**src/rtl/mem_access_unit_pkg.sv**
```systemverilog
// Shared encodings and helpers for the MEM-stage data-memory access unit.
// Holds access-size codes, the FSM state type and the lane-select constants.
package mem_access_unit_pkg;

    localparam int MEM_WORDS_DEF = 3073;
    localparam int ADDR_HI_DEF   = 13;

    typedef enum logic [1:0] {
        SZ_BYTE = 2'b00,
        SZ_HALF = 2'b01,
        SZ_WORD = 2'b10,
        SZ_RSVD = 2'b11
    } size_e;

    typedef enum logic [2:0] {
        ST_IDLE    = 3'd0,
        ST_ERR     = 3'd1,
        ST_LOAD    = 3'd2,
        ST_WORD_WR = 3'd3,
        ST_RMW_RD  = 3'd4,
        ST_RMW_WR  = 3'd5
    } state_e;

    localparam logic [31:0] BYTE_LANE_MASK = 32'h0000_00FF;

    // Bit offset of byte lane k inside a little-endian word.
    function automatic logic [4:0] lane_shift(input logic [1:0] off);
        return {off, 3'b000};
    endfunction

endpackage

```
**src/rtl/mem_access_unit_lane.sv**
```systemverilog
// Combinational lane logic: extracts/extends load data from a word and merges
// sub-word store data into an existing word (little-endian lanes).
module lsu_lane
    import mem_access_unit_pkg::*;
(
    input  logic [31:0] word_i,
    input  logic [31:0] wdata_i,
    input  logic [1:0]  off_i,
    input  size_e       size_i,
    input  logic        signed_i,
    output logic [31:0] rdata_o,
    output logic [31:0] merged_o
);

    logic [31:0] shifted;
    logic [7:0]  byte_v;
    logic [15:0] half_v;
    logic [31:0] byte_mask;
    logic [31:0] byte_ins;

    always_comb begin
        shifted   = word_i >> lane_shift(off_i);
        byte_v    = shifted[7:0];
        half_v    = off_i[1] ? word_i[31:16] : word_i[15:0];
        byte_mask = BYTE_LANE_MASK << lane_shift(off_i);
        byte_ins  = {24'd0, wdata_i[7:0]} << lane_shift(off_i);

        rdata_o  = word_i;
        merged_o = wdata_i;
        case (size_i)
            SZ_BYTE: begin
                rdata_o  = {{24{signed_i & byte_v[7]}}, byte_v};
                merged_o = (word_i & ~byte_mask) | byte_ins;
            end
            SZ_HALF: begin
                rdata_o  = {{16{signed_i & half_v[15]}}, half_v};
                merged_o = off_i[1] ? {wdata_i[15:0], word_i[15:0]}
                                    : {word_i[31:16], wdata_i[15:0]};
            end
            default: ;
        endcase
    end

endmodule

```
**src/rtl/mem_access_unit.sv**
```systemverilog
// MEM-stage initiator for the word-wide data memory: accepts one load/store,
// turns sub-word stores into read-modify-write and returns data or an error.
module mem_access_unit
    import mem_access_unit_pkg::*;
#(
    parameter int MEM_WORDS = MEM_WORDS_DEF,
    parameter int ADDR_HI   = ADDR_HI_DEF
) (
    input  logic                 clk,
    input  logic                 reset,
    input  logic                 req_valid,
    output logic                 req_ready,
    input  logic                 req_write,
    input  logic [1:0]           req_size,
    input  logic                 req_signed,
    input  logic [31:0]          req_addr,
    input  logic [31:0]          req_wdata,
    input  logic [31:0]          req_pc,
    output logic                 resp_valid,
    output logic                 resp_err,
    output logic [31:0]          resp_rdata,
    output logic                 mem_we,
    output logic [ADDR_HI-2:0]   mem_addr,
    output logic [31:0]          mem_wdata,
    output logic [31:0]          mem_pc,
    input  logic [31:0]          mem_rdata
);

    localparam logic [31:0] MEM_WORDS_U = MEM_WORDS;

    state_e              state_q;
    logic [ADDR_HI-2:0]  idx_q;
    logic [1:0]          off_q;
    size_e               size_q;
    logic                signed_q;
    logic [31:0]         wdata_q;
    logic [31:0]         pc_q;
    logic                mem_we_q;
    logic [31:0]         mem_wdata_q;
    logic                resp_valid_q;
    logic                resp_err_q;

    size_e               size_d;
    logic [ADDR_HI-2:0]  idx_d;
    logic                err_d;
    state_e              state_d;

    logic [31:0]         lane_rdata;
    logic [31:0]         lane_merged;

    // Request decode: error classification and the state to enter on accept.
    always_comb begin
        size_d = size_e'(req_size);
        idx_d  = req_addr[ADDR_HI:2];
        err_d  = 1'b0;
        case (size_d)
            SZ_HALF: err_d = req_addr[0];
            SZ_WORD: err_d = (req_addr[1:0] != 2'b00);
            SZ_RSVD: err_d = 1'b1;
            default: ;
        endcase
        if (req_addr[31:ADDR_HI+1] != '0) begin
            err_d = 1'b1;
        end
        if (32'(idx_d) >= MEM_WORDS_U) begin
            err_d = 1'b1;
        end

        if (err_d) begin
            state_d = ST_ERR;
        end else if (!req_write) begin
            state_d = ST_LOAD;
        end else if (size_d == SZ_WORD) begin
            state_d = ST_WORD_WR;
        end else begin
            state_d = ST_RMW_RD;
        end
    end

    lsu_lane u_lane (
        .word_i   (mem_rdata),
        .wdata_i  (wdata_q),
        .off_i    (off_q),
        .size_i   (size_q),
        .signed_i (signed_q),
        .rdata_o  (lane_rdata),
        .merged_o (lane_merged)
    );

    always_ff @(posedge clk) begin
        if (!reset) begin
            state_q      <= ST_IDLE;
            idx_q        <= '0;
            off_q        <= '0;
            size_q       <= SZ_BYTE;
            signed_q     <= 1'b0;
            wdata_q      <= '0;
            pc_q         <= '0;
            mem_we_q     <= 1'b0;
            mem_wdata_q  <= '0;
            resp_valid_q <= 1'b0;
            resp_err_q   <= 1'b0;
        end else begin
            mem_we_q     <= 1'b0;
            mem_wdata_q  <= '0;
            resp_valid_q <= 1'b0;
            resp_err_q   <= 1'b0;
            case (state_q)
                ST_IDLE: begin
                    if (req_valid) begin
                        idx_q    <= idx_d;
                        off_q    <= req_addr[1:0];
                        size_q   <= size_d;
                        signed_q <= req_signed;
                        wdata_q  <= req_wdata;
                        pc_q     <= req_pc;
                        state_q  <= state_d;
                        case (state_d)
                            ST_ERR: begin
                                resp_valid_q <= 1'b1;
                                resp_err_q   <= 1'b1;
                            end
                            ST_LOAD: resp_valid_q <= 1'b1;
                            ST_WORD_WR: begin
                                mem_we_q     <= 1'b1;
                                mem_wdata_q  <= req_wdata;
                                resp_valid_q <= 1'b1;
                            end
                            default: ;
                        endcase
                    end
                end
                // Old word is on mem_rdata now; capture the merge for next cycle's write.
                ST_RMW_RD: begin
                    mem_we_q     <= 1'b1;
                    mem_wdata_q  <= lane_merged;
                    resp_valid_q <= 1'b1;
                    state_q      <= ST_RMW_WR;
                end
                default: state_q <= ST_IDLE;
            endcase
        end
    end

    assign req_ready  = (state_q == ST_IDLE);
    assign resp_valid = resp_valid_q;
    assign resp_err   = resp_err_q;
    assign resp_rdata = (state_q == ST_LOAD) ? lane_rdata : '0;
    assign mem_we     = mem_we_q;
    assign mem_wdata  = mem_wdata_q;
    assign mem_addr   = (state_q != ST_IDLE) ? idx_q : '0;
    assign mem_pc     = (state_q != ST_IDLE) ? pc_q  : '0;

endmodule

```
**config.mk**
```make
export PLATFORM = sky130hd
export DESIGN_NAME = mem_access_unit
export DESIGN_NICKNAME = d
export VERILOG_FILES = /design/src/rtl/mem_access_unit_pkg.sv /design/src/rtl/mem_access_unit_lane.sv /design/src/rtl/mem_access_unit.sv
export SDC_FILE = /design/constraint.sdc
export NUM_CORES = 1
export LEC_CHECK = 0
export BUFFER_PORTS_ARGS = -buffer_cell sky130_fd_sc_hd__buf_2
export CORE_AREA = 4 4 126 104
export CTS_BUF_LIST = sky130_fd_sc_hd__clkbuf_8
export DETAILED_ROUTE_END_ITERATION = 8
export DIE_AREA = 0 0 130 108
export PLACE_DENSITY = 0.84
export SYNTH_ARGS = -nofsm -noshare
export SYNTH_HDL_FRONTEND = slang
export SYNTH_SLANG_ARGS = --single-unit
```
**constraint.sdc**
```tcl
create_clock -name clk -period 2.38 [get_ports clk]
set_input_delay 0.357 -clock clk [delete_from_list [all_inputs] [get_ports clk]]
set_output_delay 0.357 -clock clk [all_outputs]
set_load 0.05 [all_outputs]
```
==> results of run 1 <==
[registers in the layout (all words and copies together) (netlist names)]
name,flops
mem_wdata,32
pc_q,32
wdata_q,32
idx_q,12
state_q,3
off_q,2
size_q,2
mem_we,1
resp_err,1
resp_valid,1
signed_q,1
[synthesized netlist by cell type]
cell type	n
a2111oi_4	1
a21boi_0	82
a21o_1	13
a21o_2	8
a21oi_1	15
a221oi_1	9
a222oi_1	8
a22o_1	8
a31oi_1	14
a41o_1	1
and2_1	3
buf_1	6
buf_2	6
buf_6	1
clkbuf_1	45
clkinv_1	1
dfxtp_1	119
inv_1	8
mux2_2	16
mux2i_1	8
mux4_2	1
nand2_1	185
nand2_2	1
nand3_1	16
nand4_1	2
nor2_1	17
nor2b_1	45
nor3_1	2
nor3b_1	2
nor4_1	6
o21ai_0	29
o21ai_1	2
o221a_2	2
o22ai_1	25
o2bb2ai_1	8
or2b_1	2
or4_1	1
[repair_timing]
action / 4_1_cts / 5_1_grt
resized for setup: 53 / 34
cloned: 1 / 1
hold buffers: 0 / 0
endpoints found under the setup margin: 31 / 32
setup buffers: 1 / 2
pin swaps: 2 / 0
[cell type report]
cell class,instances,area (sq um)
well taps,152,190
clock buffers,18,248
inverters,9,36.3
flip-flops and latches,119,2390
fillers,1001,3960
multi-input cells,532,3190
clock inverters,14,200
repair buffers,275,1670
[how the worst max path moves through the flow]
stage / from / end / cells after the start
2_1_floorplan: size_q[0] / resp_rdata[15] / 5
3_3_place_gp: mem_rdata[23] / resp_rdata[29] / 7
3_5_place_dp: mem_rdata[23] / resp_rdata[20] / 7
4_1_cts: off_q[0] / resp_rdata[20] / 6
5_1_grt: off_q[0] / resp_rdata[13] / 6
6_report: off_q[0] / resp_rdata[13] / 6
[worst max-delay path: stages (launching register included)]
cell and delay [ns]:
dfxtp_4 0.36, mux4_2 0.55, buf_4 0.17, a31oi_1 0.16, buf_4 0.20, a21oi_1 0.10
buf_4 0.20
[placed cells by master (no fill, tap or decap), types with 9 or more instances in the layout]
| master | netlist | layout |
|---|---|---|
| buf_2 | 6 | 219 |
| clkbuf_8 | 0 | 18 |
| a21boi_0 | 82 | 82 |
| nor2_1 | 17 | 17 |
| buf_6 | 1 | 14 |
| a31oi_1 | 14 | 14 |
| nand2_1 | 185 | 184 |
| o22ai_1 | 25 | 25 |
| dfxtp_1 | 119 | 115 |
| a21oi_1 | 15 | 10 |
| nand3_1 | 16 | 16 |
| mux2_2 | 16 | 14 |
| o21ai_0 | 29 | 28 |
| nor2b_1 | 45 | 44 |
| inv_1 | 8 | 9 |
| a21o_1 | 13 | 13 |
| buf_4 | 0 | 30 |
[power by group through the flow]
stage	registers [mW]	clock network [mW]	logic [mW]
6_report	2.13	2.08	0.725
5_1_grt	2.14	2.18	0.788
3_5_place_dp	2.18	0	0.688
3_3_place_gp	2.17	0	0.682
4_1_cts	2.13	2.10	0.698
2_1_floorplan	2.16	0	0.417
[metal layers]
metal / track usage [%] / share of wire [%]
met1: 36.3 / 40
met2: 44.0 / 45
met3: 9.68 / 12
met4: 9.50 / 2.9
met5: 0 / 0.064
[logic make-up after synthesis]
kind of cell,after synthesis
AND/OR/NAND/NOR,282
AO/OA/AOI/OAI,225
flip-flops,119
buffers and inverters,67
multiplexers,25
[stage by stage]
stage               cell area (sq um)  hold WS [ns]  TNS, ns
CTS                              7820         0.141    -1.27
global placement                 7200         0.447        0
global route                     7930         0.146    -3.47
floorplan                        5800         0.439        0
finish                           7930         0.154    -2.25
detailed placement               7200         0.453        0
==> results_tabular.tex, run 1 <==
\begin{tabular}{lr}
\hline
Metric & Value \\
\hline
\multicolumn{2}{l}{\textbf{Setup path}} \\
Kind of capture point of the worst setup path & output pin \\
Maximum fanout count along the critical path & 7 \\
Reg2reg end & mem\_wdata[30] \\
Signal arrival time at the worst endpoint & 2.16 ns \\
Critical path class & reg2out \\
Required time of the worst setup path & 2.02 ns \\
Number of cells on the worst reg-to-reg path & 5 \\
Startpoint kind of the worst setup timing path & register \\
Register-to-Register Setup Slack & 0.54 ns \\
Source of the worst register-to-register timing path & state\_q[1] \\
\multicolumn{2}{l}{\textbf{Hold path}} \\
Endpoint of the worst hold path & pc\_q[4] \\
Worst min-delay path startpoint & req\_pc[4] \\
Number of cells on the worst hold path & 3 \\
Hold crit path type & in2reg \\
\multicolumn{2}{l}{\textbf{Power and ir drop}} \\
Power Internal & 3.54 mW \\
Leakage power & 3.58 nW \\
Clock network fraction of total power & 42.1\% \\
Power per Cell Area & 622 mW/mm\^{}2 \\
Logic gate share of total power & 14.7\% \\
Max IR drop VDD & 0.510 mV \\
Seq pwr share & 43.2\% \\
Overall power of the completed layout & 4.94 mW \\
Psw & 1.39 mW \\
Switching power share of the total & 28.2\% \\
\multicolumn{2}{l}{\textbf{Placed design}} \\
Setup WS pre-CTS & 0.200 ns \\
GPL Wtd Cong & 0.970 \\
Number of placed instances with taps included & 1082 \\
Detailed Place HPWL & 14300 um \\
Port-buffer cells & 246 \\
\multicolumn{2}{l}{\textbf{Routing}} \\
Drt total wl & 20400 um \\
DRT antenna net count & 0 \\
First-pass iteration count of the detailed router & 6 \\
Initial DRC Count & 844 \\
Vias per cell & 5.68 \\
DR DRC count & 0 \\
Total via count after detailed routing & 6356 \\
Detail-routed net length per standard cell & 18.2 um \\
\multicolumn{2}{l}{\textbf{Floorplanning}} \\
Core Region & 0.0119 sq mm \\
Die width & 130 um \\
FP Rows & 36 \\
Die Ht & 108 um \\
Total die area & 0.0140 sq mm \\
Count of pins on the block boundary & 247 \\
Initial Utilization & 48.7\% \\
\multicolumn{2}{l}{\textbf{Yosys}} \\
Proportion of synthesized chip area in sequential cells & 41.1\% \\
Count of yosys warnings during synthesis & 0 \\
Mean instance size in the synthesized netlist & 8.06 sq um \\
Area share of the leading cell type in the synthesized netlist & 41.1\% \\
Post-synthesis cell type count & 37 \\
Adder-cell share of the synthesized area & 0\% \\
Register bit total from synthesis & 119 \\
Yosys top cell by area & dfxtp\_1 \\
Synthesized instance count & 718 \\
Dominant combinational cell family by area after synthesis & compound AO/OA/AOI/OAI gates \\
Top area cells in the synthesized netlist & dfxtp\_1 41\%, nand2\_1 12\%, a21boi\_0 11\% \\
Syn Nets & 853 \\
Simple-gate share of the synthesized area & 21.5\% \\
Synthesized area & 0.00579 sq mm \\
Mux contribution to synthesized area & 4.88\% \\
Synth Area in XOR/XNOR & 0\% \\
Compound-cell area share of the yosys netlist & 27.9\% \\
\multicolumn{2}{l}{\textbf{Clock tree}} \\
Master cell of the clock root buffer & clkbuf\_8 \\
Worst-case clock buffer depth & 2 \\
Register clock-pin slew on the reported worst setup and hold paths & 0.09 ns \\
TritonCTS Buffers & 17 \\
Clock latency reported for the late side of the worst-skew pair & 0.44 ns \\
H-tree depth & 4 \\
Count of clock tree sinks & 119 \\
TritonCTS clock tree & built \\
\multicolumn{2}{l}{\textbf{Timing}} \\
Max-slew violations & 0 \\
Post-route clock period utilization & 106\% \\
Unrepaired setup endpoints after global routing & yes \\
Relative max-transition margin & 50.9\% \\
Post-route worst setup slack & -0.137 ns \\
Layout Skew & 0.0204 ns \\
Final number of hold-violating endpoints & 0 \\
Setup Viol. Count Final & 23 \\
Peak Freq & 397 MHz \\
Slew @ Worst Pin & 0.737 ns \\
Final min period & 2.52 ns \\
\multicolumn{2}{l}{\textbf{Cells and area}} \\
Count of non-filler cells in the finished layout & 1119 \\
End-of-flow core utilization & 66.7\% \\
Ratio of cells with drive above 1 in the final layout & 36.5\% \\
Number of nets in the layout & 1089 \\
Layout area overhead & 37.0\% \\
Ant diodes & 0 \\
\multicolumn{2}{l}{\textbf{Run}} \\
Count of max-cap constraint violations & 0 \\
\multicolumn{2}{l}{\textbf{Global routing}} \\
Vias in the first global route & 5978 \\
Maximum number of pins on one net before global-route repair & 83 \\
Global-route total usage across every layer & 28.1\% \\
Wire length of the first global-routing pass & 31000 um \\
Global-route congestion overflow total & 0 \\
Initial antenna violation count & 1 \\
\multicolumn{2}{l}{\textbf{Outcome}} \\
Result of the run & complete, but fails checks \\
Violations in the final reports & negative setup slack \\
\hline
\end{tabular}
No activity file was read; power rests on OpenSTA's default activity.
==> inputs of run 2 (changes only) <==
--- a/config.mk
+++ b/config.mk
@@ -6,11 +6,12 @@
 export NUM_CORES = 1
 export LEC_CHECK = 0
 export BUFFER_PORTS_ARGS = -buffer_cell sky130_fd_sc_hd__buf_2
-export CORE_AREA = 4 4 126 104
+export CORE_AREA = 4 4 130 107
 export CTS_BUF_LIST = sky130_fd_sc_hd__clkbuf_8
 export DETAILED_ROUTE_END_ITERATION = 8
-export DIE_AREA = 0 0 130 108
+export DIE_AREA = 0 0 134 111
 export PLACE_DENSITY = 0.84
 export SYNTH_ARGS = -nofsm -noshare
 export SYNTH_HDL_FRONTEND = slang
+export SYNTH_HIERARCHICAL = 1
 export SYNTH_SLANG_ARGS = --single-unit
==> results_tabular.tex, run 2 <==
\begin{tabular}{lr}
\hline
Metric & Value \\
\hline
\multicolumn{2}{l}{\textbf{Setup path}} \\
Required time of the worst setup path & 2.02 ns (about the same) \\
Crit path launch & off\_q[1] (was off\_q[0]) \\
Signal arrival time at the worst endpoint & 2.08 ns (was 2.16 ns) \\
Maximum fanout count along the critical path & 8 (was 7) \\
Kind of capture point of the worst setup path & output pin (unchanged) \\
Startpoint kind of the worst setup timing path & register (unchanged) \\
Critical path class & reg2out (unchanged) \\
Source of the worst register-to-register timing path & state\_q[0] (was state\_q[1]) \\
\multicolumn{2}{l}{\textbf{Routing}} \\
Vias per cell & 5.61 (was 5.68) \\
Total via count after detailed routing & 6945 (was 6356) \\
Initial DRC Count & 735 (was 844) \\
Detail-routed net length per standard cell & 17.7 um (was 18.2 um) \\
DR DRC count & 0 (unchanged) \\
Drt total wl & 22000 um (was 20400 um) \\
DRT antenna net count & 0 (unchanged) \\
First-pass iteration count of the detailed router & 5 (was 6) \\
\multicolumn{2}{l}{\textbf{Outcome}} \\
Violations in the final reports & negative setup slack (unchanged) \\
Result of the run & complete, but fails checks (unchanged) \\
\multicolumn{2}{l}{\textbf{Yosys}} \\
Post-synthesis cell type count & 47 (was 37) \\
Top area cells in the synthesized netlist & dfxtp\_1 38\%, nand2\_1 13\%, a21boi\_0 9.8\% (was dfxtp\_1 41\%, nand2\_1 12\%, a21boi\_0 11\%) \\
Mux contribution to synthesized area & 3.07\% (was 4.88\%) \\
Post-synthesis async set-or-reset flop share & 0\% (unchanged) \\
Register bit total from synthesis & 119 (unchanged) \\
Post-synth EDFFs & 0 (unchanged) \\
Dominant combinational cell family by area after synthesis & simple AND/OR/NAND/NOR gates (was compound AO/OA/AOI/OAI gates) \\
Synthesized instance count & 818 (was 718) \\
Syn Nets & 953 (was 853) \\
Area share of the leading cell type in the synthesized netlist & 37.8\% (was 41.1\%) \\
Compound-cell area share of the yosys netlist & 25.9\% (was 27.9\%) \\
Top cells by instance count after synthesis & 221 x nand2\_1, 119 x dfxtp\_1, 82 x a21boi\_0 (was 185 x nand2\_1, 119 x dfxtp\_1, 82 x a21boi\_0) \\
Mean instance size in the synthesized netlist & 7.71 sq um (was 8.06 sq um) \\
Synthesized area & 0.00631 sq mm (was 0.00579 sq mm) \\
Most instantiated library cell after synthesis & nand2\_1 (unchanged) \\
Synth Area in XOR/XNOR & 0\% (unchanged) \\
Count of yosys warnings during synthesis & 6 (was 0) \\
Adder-cell share of the synthesized area & 0\% (unchanged) \\
Yosys top cell by area & dfxtp\_1 (unchanged) \\
Commonest register cell after synthesis & dfxtp\_1 (unchanged) \\
Simple-gate share of the synthesized area & 27.5\% (was 21.5\%) \\
Proportion of synthesized chip area in sequential cells & 37.8\% (was 41.1\%) \\
\multicolumn{2}{l}{\textbf{Timing}} \\
Final number of hold-violating endpoints & 0 (unchanged) \\
Setup Viol. Count Final & 19 (was 23) \\
Max-slew violations & 0 (unchanged) \\
Post-route worst setup slack & -0.0611 ns (was -0.137 ns) \\
Final min period & 2.44 ns (was 2.52 ns) \\
Relative max-transition margin & 52.6\% (was 50.9\%) \\
Unrepaired setup endpoints after global routing & yes (unchanged) \\
Layout Skew & 0.0144 ns (was 0.0204 ns) \\
Slew @ Worst Pin & 0.712 ns (was 0.737 ns) \\
Total negative setup slack & -0.574 ns (was -2.25 ns) \\
Peak Freq & 410 MHz (was 397 MHz) \\
Post-route clock period utilization & 103\% (was 106\%) \\
\multicolumn{2}{l}{\textbf{Hold path}} \\
Worst min-delay path startpoint & req\_pc[22] (was req\_pc[4]) \\
Hold crit path type & in2reg (unchanged) \\
\multicolumn{2}{l}{\textbf{Cells and area}} \\
Number of nets in the layout & 1185 (was 1089) \\
Final instance area & 0.00851 sq mm (was 0.00793 sq mm) \\
Ant diodes & 0 (unchanged) \\
Highest-count cells in the layout ignoring fill and taps & 220 x nand2\_1, 215 x buf\_2, 115 x dfxtp\_1, 82 x a21boi\_0, 52 x nor2b\_1 (was 219 x buf\_2, 184 x nand2\_1, 115 x dfxtp\_1, 82 x a21boi\_0, 44 x nor2b\_1) \\
Ratio of cells with drive above 1 in the final layout & 34.4\% (was 36.5\%) \\
Count of non-filler cells in the finished layout & 1238 (was 1119) \\
Layout area overhead & 35.0\% (was 37.0\%) \\
Most common cell after layout, fill and taps aside & nand2\_1 (was buf\_2) \\
\multicolumn{2}{l}{\textbf{Clock tree}} \\
H-tree depth & 4 (unchanged) \\
TritonCTS Buffers & 17 (unchanged) \\
Count of clock tree sinks & 119 (unchanged) \\
Number of hold buffers added after cts & 0 (unchanged) \\
Worst-case clock buffer depth & 2 (unchanged) \\
Master cell of the clock root buffer & clkbuf\_8 (unchanged) \\
Register clock-pin slew on the reported worst setup and hold paths & 0.08 ns (was 0.09 ns) \\
Clock latency reported for the late side of the worst-skew pair & 0.43 ns (was 0.44 ns) \\
TritonCTS clock tree & built (unchanged) \\
\multicolumn{2}{l}{\textbf{Placed design}} \\
GPL Wtd Cong & 0.950 (was 0.970) \\
Number of placed instances with taps included & 1194 (was 1082) \\
Setup WS pre-CTS & 0.225 ns (was 0.200 ns) \\
Total placed instance area & 0.00768 sq mm (was 0.00720 sq mm) \\
Port-buffer cells & 246 (unchanged) \\
Detailed Place HPWL & 15300 um (was 14300 um) \\
\multicolumn{2}{l}{\textbf{Floorplanning}} \\
Initial Utilization & 49.9\% (was 48.7\%) \\
FP Rows & 37 (was 36) \\
Die Ht & 111 um (was 108 um) \\
Count of pins on the block boundary & 247 (unchanged) \\
Core Region & 0.0126 sq mm (was 0.0119 sq mm) \\
Total die area & 0.0149 sq mm (was 0.0140 sq mm) \\
Die width & 134 um (was 130 um) \\
\multicolumn{2}{l}{\textbf{Global routing}} \\
Wire length of the first global-routing pass & 32900 um (was 31000 um) \\
Maximum number of pins on one net before global-route repair & 83 (unchanged) \\
Global-route total usage across every layer & 27.6\% (was 28.1\%) \\
Vias in the first global route & 6422 (was 5978) \\
Initial antenna violation count & 1 (unchanged) \\
Global-route congestion overflow total & 0 (unchanged) \\
\multicolumn{2}{l}{\textbf{Power and ir drop}} \\
Power per Cell Area & 558 mW/mm\^{}2 (was 622 mW/mm\^{}2) \\
Leakage power & 3.69 nW (was 3.58 nW) \\
Overall power of the completed layout & 4.75 mW (was 4.94 mW) \\
Max IR drop VDD & 0.426 mV (was 0.510 mV) \\
\multicolumn{2}{l}{\textbf{Run}} \\
Count of max-cap constraint violations & 0 (unchanged) \\
\hline
\end{tabular}
[run 2: cell types whose count changed after synthesis, moves of 14 or more]
| cell | change |
|---|---|
| nand2_1 | +36 |
| and2_1 | +32 |
| o22ai_1 | -24 |
| a21oi_1 | +21 |
| o21ai_1 | +14 |
[run 2: kinds of logic (layout without fill, tap and decap cells)]
logic type	count (synthesis)	count (layout)
simple gates	373	375
buf+inv	76	319
compound gates	233	233
flops	119	119
mux	17	17
[run 2: final timing paths]
| kind | endpoint | slack (ns) | cells past startpoint |
|---|---|---|---|
| worst max-delay path | resp_rdata[21] | -0.06 | 7 |
| worst min-delay path | pc_q[22] | 0.17 | 3 |
| worst max register to register | mem_wdata[14] | 0.48 | 4 |
| worst min register to register | pc_q[7] | 0.46 | 2 |
[run 2: stage by stage]
| stage | hold WS (ns) | utilization [%] |
|---|---|---|
| 2_1_floorplan | 0.439 | - |
| 3_3_place_gp | 0.446 | 60.8 |
| 3_5_place_dp | 0.453 | 60.8 |
| 4_1_cts | 0.140 | 65.2 |
| 5_1_grt | 0.157 | 67.4 |
| 6_report | 0.167 | 67.4 |
[run 2: area by class of cell]
type                            instances  area (sq um)
Tap cell                              175           219
Timing Repair Buffer                  281          1820
Clock inverter                         14           129
Multi-Input combinational cell        625          3680
Fill cell                            1052          4130
Clock buffer                           18           248
Inverter                                6          28.8
Sequential cell                       119          2390
[run 2: repair_timing]
item / in CTS / in global routing
resized for setup: 46 / 55
pin swaps: 5 / 3
endpoints found under the setup margin: 32 / 32
cloned: 2 / 3
setup buffers: 2 / 5
[run 2: critical path, stage by stage (launching register included)]
cell and delay (ns):
dfxtp_4 0.37, buf_8 0.12, mux2_4 0.32, a21oi_4 0.27, clkbuf_16 0.21, a21oi_1 0.06, and2_1 0.15, buf_6 0.15
[run 2: metal layers]
layer,global-route usage (%),routed length (um),vias up
li1,-,-,3270
met4,9.66,792,2
met3,9.17,2520,81
met1,35.9,8780,3156
met5,0,13,-
met2,42.7,9860,436
[run 2: power by group]
| group | internal [mW] | switching, mW | total (mW) |
|---|---|---|---|
| Clock | 0.859 | 0.859 | 1.72 |
| Sequential | 2.07 | 0.0699 | 2.14 |
| Combinational | 0.375 | 0.519 | 0.894 |
| Total | 3.31 | 1.45 | 4.75 |
